$ cat src/rtl/player_motion.sv
// Per-frame vertical motion controller for the player sprite: integrates jump
// impulses and gravity on each unpaused frame tick and owns IDLE/ACTIVE/LANDED.
//
// state  | meaning
// IDLE   | parked at the spawn point, waiting for the first jump
// ACTIVE | airborne, integrating velocity and position each frame
// LANDED | resting on the floor until a jump press restarts the round
module player_motion #(
    parameter int ScreenHeight = 480,
    parameter int PlayerHeight = 60,
    parameter int StartY       = 210,
    parameter int Gravity      = 1,
    parameter int JumpVel      = 8,
    parameter int MaxFall      = 10
) (
    input  logic              clk_i,
    input  logic              rst_i,
    input  logic              frame_tick_i,
    input  logic              jump_i,
    input  logic              pause_i,
    output logic [8:0]        luc_loc_o,
    output logic signed [5:0] vel_o,
    output logic              active_o,
    output logic              landed_o,
    output logic              bump_o,
    output logic              land_o
);

    typedef enum logic [1:0] {
        IDLE   = 2'd0,
        ACTIVE = 2'd1,
        LANDED = 2'd2
    } state_t;

    localparam logic [8:0]         START_Y   = 9'(StartY);
    localparam logic signed [10:0] FLOOR_Y   = 11'(ScreenHeight - PlayerHeight);
    localparam logic signed [5:0]  JUMP_NEG  = 6'(-JumpVel);
    localparam logic signed [6:0]  GRAV_S    = 7'(Gravity);
    localparam logic signed [6:0]  MAX_FALL  = 7'(MaxFall);

    state_t            state_q, state_d;
    logic [8:0]        y_q, y_d;
    logic signed [5:0] vel_q, vel_d;
    logic              jump_q, jump_pend_q, jump_pend_d;
    logic              bump_q, bump_d, land_q, land_d;

    logic              tick, jump_edge, jump_eff;
    logic signed [6:0] vel_sum;
    logic signed [5:0] v_new;
    logic signed [10:0] y_new;

    assign tick      = frame_tick_i & ~pause_i;
    assign jump_edge = jump_i & ~jump_q;
    assign jump_eff  = jump_pend_q | jump_edge;

    always_ff @(posedge clk_i) begin
        if (rst_i) begin
            state_q     <= IDLE;
            y_q         <= START_Y;
            vel_q       <= '0;
            jump_q      <= 1'b1;
            jump_pend_q <= 1'b0;
            bump_q      <= 1'b0;
            land_q      <= 1'b0;
        end else begin
            state_q     <= state_d;
            y_q         <= y_d;
            vel_q       <= vel_d;
            jump_q      <= jump_i;
            jump_pend_q <= jump_pend_d;
            bump_q      <= bump_d;
            land_q      <= land_d;
        end
    end

    // Candidate step: a jump overrides gravity; otherwise accelerate up to terminal speed.
    always_comb begin
        vel_sum = {vel_q[5], vel_q} + GRAV_S;
        if (jump_eff || state_q == IDLE) begin
            v_new = JUMP_NEG;
        end else if (vel_sum > MAX_FALL) begin
            v_new = MAX_FALL[5:0];
        end else begin
            v_new = vel_sum[5:0];
        end
        y_new = $signed({2'b00, y_q}) + $signed({{5{v_new[5]}}, v_new});
    end

    always_comb begin
        state_d     = state_q;
        y_d         = y_q;
        vel_d       = vel_q;
        bump_d      = 1'b0;
        land_d      = 1'b0;
        jump_pend_d = jump_pend_q | jump_edge;

        if (tick) begin
            jump_pend_d = 1'b0;
            if ((state_q == IDLE && jump_eff) || state_q == ACTIVE) begin
                state_d = ACTIVE;
                if (y_new[10]) begin
                    y_d    = '0;
                    vel_d  = '0;
                    bump_d = 1'b1;
                end else if (y_new >= FLOOR_Y) begin
                    y_d     = FLOOR_Y[8:0];
                    vel_d   = '0;
                    state_d = LANDED;
                    land_d  = 1'b1;
                end else begin
                    y_d   = y_new[8:0];
                    vel_d = v_new;
                end
            end else if (state_q == LANDED && jump_eff) begin
                // Restart only; the press that leaves LANDED carries no impulse.
                state_d = IDLE;
                y_d     = START_Y;
                vel_d   = '0;
            end
        end
    end

    assign luc_loc_o = y_q;
    assign vel_o     = vel_q;
    assign active_o  = (state_q == ACTIVE);
    assign landed_o  = (state_q == LANDED);
    assign bump_o    = bump_q;
    assign land_o    = land_q;

endmodule

$ cat config.mk
export PLATFORM = sky130hd
export DESIGN_NAME = player_motion
export DESIGN_NICKNAME = d
export VERILOG_FILES = /design/src/rtl/player_motion.sv
export SDC_FILE = /design/constraint.sdc
export NUM_CORES = 1
export LEC_CHECK = 0
export CAP_MARGIN = 20
export CORE_ASPECT_RATIO = 1.75
export CORE_MARGIN = 10
export CORE_UTILIZATION = 49
export DETAILED_ROUTE_END_ITERATION = 8
export MAX_ROUTING_LAYER = met4
export PLACE_DENSITY = 0.84
export RECOVER_POWER = 50
export SLEW_MARGIN = 20
export SYNTH_ARGS = -nofsm -noshare
export SYNTH_HDL_FRONTEND = slang
export SYNTH_SLANG_ARGS = --single-unit
$ cat constraint.sdc
create_clock -name clk_i -period 5.3 [get_ports clk_i]
set_clock_uncertainty 0.15 [all_clocks]
set_input_delay 1.06 -clock clk_i [delete_from_list [all_inputs] [get_ports clk_i]]
set_output_delay 1.06 -clock clk_i [all_outputs]
set_load 0.1 [all_outputs]
==> run_results.csv <==
group,metric,value,unit
outcome,status,"complete, no violations",
timing,rsz0062_at_grt,"no",
yosys,synth_cell_types,55,
global_route,grt_max_degree,14,
cts,cts_setup_buffers,0,
timing,timing.hold.ws,0.3672,ns
timing,fin_ws,0.4828,ns
cts,cts_buffer_depth,2,
yosys,ys.flop_type,"dfxtp_1",
setup_path,worstPathRequired,5.35,ns
global_route,antenna_found_initial,0,
yosys,yosys_register_bits,21,
yosys,syn_inst,204,
setup_path,worstSetupPathType,"primary input to flop",
cts,root_buffer,"clkbuf_8",
timing,finalHoldViolCount,0,
cts,cts_sinks,21,
setup_path,startpoint_type,"primary input",
routing,drtIter0Drc,82,
cts,cts_buffers,3,
global_route,gr-usage-all-layers,14.86,%
pwr,ir_drop,121.8,µV
global_route,grt_pass1_vias,1638,
timing,period_share,90.89,%
cells_and_area,area_delta_synth_final,17.02,%
cells_and_area,nets,244,
timing,period_needed,4.817,ns
pwr,p_leak,0.0007784,µW
timing,max_freq,207.6,MHz
timing,setup_viol,0,
yosys,ys_warn_count,0,
floorplan,die_h,97.87,µm
yosys,syn_area_per_cell,8.323,µm²
routing,dr.pass1.iters,4,
yosys,synth_edf_count,0,
routing,antenna_left,0,
cells_and_area,layout_commonest_cell,"dfxtp_1",
global_route,grt_pass1_wl,7.576,mm
setup_path,end_kind,"flop",
routing,drc,0,
floorplan,die_area,6312,µm²
timing,timing.setup.tns,0,ns
yosys,synthArstFlopShare,0,%
yosys,yosysSeqAreaShare,24.76,%
cells_and_area,drive_above_1_share,8.036,%
cts,cts_tree,"yes",
routing,detail_route.vias_per_cell,6.193,
floorplan,coreArea,3363,µm²
cells_and_area,layout_common_cells,"dfxtp_1, dlygate4sd3_1, a21oi_1, nor2_1, ha_1",
cts,clkTransAtPathRegs,0.07,ns
cells_and_area,diodes,0,
cts,ctsHoldBuffers,0,
cts,cts_htree_levels,1,
cts,cts_resized,0,
timing,slew_violations,0,
yosys,synth_fp_nets,223,
cts,insertion_delay,0.26,ns
placed_design,place.gp.congestion,0.9164,
setup_path,crit_arrival,4.87,ns
global_route,grt-ovfl-total,0,
pwr,power.density,211.4,nW/µm²
routing,vias,1666,
cells_and_area,n_fill_cell,312,
floorplan,rows,28,
placed_design,dp_slack,0.4318,ns
yosys,synth_area,1698,µm²
floorplan,start_util,50.48,%
setup_path,worstPathMaxFanout,9,
routing,routed_wl,4.561,mm
floorplan,design.portCount,24,
job,max_cap_violations,0,
placed_design,dp_hpwl,3.745,mm
timing,slew-limit-headroom,33.08,%
timing,tightest_slew,1.001,ns
floorplan,die_width,64.50,µm
min_path,hold_path.class,"flop to flop",
routing,post_drt_wl_per_cell,16.96,µm
placed_design,io_buffers,23,
-- power by group --
| group | leakage (µW) | internal [µW] | switching [µW] |
|---|---|---|---|
| Sequential | 0.000170 | 162 | 6.09 |
| Combinational | 0.000586 | 49.2 | 97.5 |
| Clock | 0.0000228 | 53.5 | 51.2 |
| Total | 0.000778 | 265 | 155 |
-- cells by family after synthesis --
logic type                 after synthesis  share of synthesized area (%)
adders and majority gates               14                          10.76
DFF                                     21                          24.76
AOI/OAI and AO/OA                       73                          32.50
xor gates and xnor gates                 7                          3.611
buffers and inverters                   21                          5.821
and+or+nand+nor                         66                          21.37
muxes                                    2                          1.179
-- cells in the mapped netlist (3+ instances only) --
cell / instances / share of area, %
o21ai_0: 4 / 1.2
nor3_1: 6 / 1.8
dfxtp_1: 21 / 25
a22o_1: 6 / 3.1
a211o_1: 3 / 1.5
ha_1: 13 / 9.6
a21oi_1: 18 / 5.3
clkbuf_1: 4 / 0.88
nor2_1: 16 / 3.5
o31a_1: 3 / 1.5
a32o_1: 3 / 1.8
inv_1: 12 / 2.7
xnor2_1: 5 / 2.6
nand3_1: 7 / 2.1
and3_1: 3 / 1.1
o211ai_1: 5 / 2.2
o21a_1: 4 / 1.8
nand2b_1: 5 / 1.8
a221o_1: 3 / 1.8
a21o_1: 5 / 2.2
nand2_1: 12 / 2.7
-- critical path, stage by stage --
cell	delay (ns)
dlygate4sd3_1	0.57
a221o_1	0.38
nor3_4	0.32
inv_1	0.23
ha_1	0.48
nand2_1	0.08
o21ai_1	0.29
o21ai_0	0.18
and4_1	0.25
o32ai_2	0.46
and3_1	0.37
a32o_1	0.20
-- cell type report --
class / instances / area, µm² / area share (%)
clock buffer: 4 / 45.04 / 2.267
tap: 45 / 56.30 / 2.834
inverter: 13 / 48.80 / 2.456
multi-input combinational: 162 / 1179 / 59.32
timing repair buffer: 24 / 237.7 / 11.96
sequential: 21 / 420.4 / 21.16
-- path summary, 6_finish.rpt --
check	from	to	slack (ns)	cells after the start
max	jump_i	luc_loc_o[0]$_SDFFE_PP0P_	0.48	12
max reg2reg	vel_o[1]$_SDFFE_PP0P_	luc_loc_o[0]$_SDFFE_PP0P_	0.98	16
min	luc_loc_o[0]$_SDFFE_PP0P_	luc_loc_o[0]$_SDFFE_PP0P_	0.37	1
min reg2reg	luc_loc_o[0]$_SDFFE_PP0P_	luc_loc_o[0]$_SDFFE_PP0P_	0.37	1
-- per-layer routing --
layer	wire [µm]	up-vias	share of wire [%]	global-route usage [%]
met2	2497	48	55	27.97
li1	-	809	-	-
met4	234	0	5.1	8.278
met3	163	17	3.6	2.059
met1	1665	792	37	13.51
met5	0	-	0	-
-- metrics by stage --
step                cells  power, µW  util [%]  area [µm²]
floorplan             204      287.7         -        1698
global placement      265      317.8     57.74        1942
detailed placement    265      318.8     57.74        1942
CTS                   269      420.4     59.08        1987
global route          269      440.5     59.08        1987
finish                269      420.0     59.08        1987
-- registers in the layout, summed over array words and instances (netlist names) --
name,flops
jump_q,1
luc_loc_o,9
land_o,1
jump_pend_q,1
state_q,2
vel_o,6
bump_o,1
Note: power is estimated with default switching activity, not from simulation.
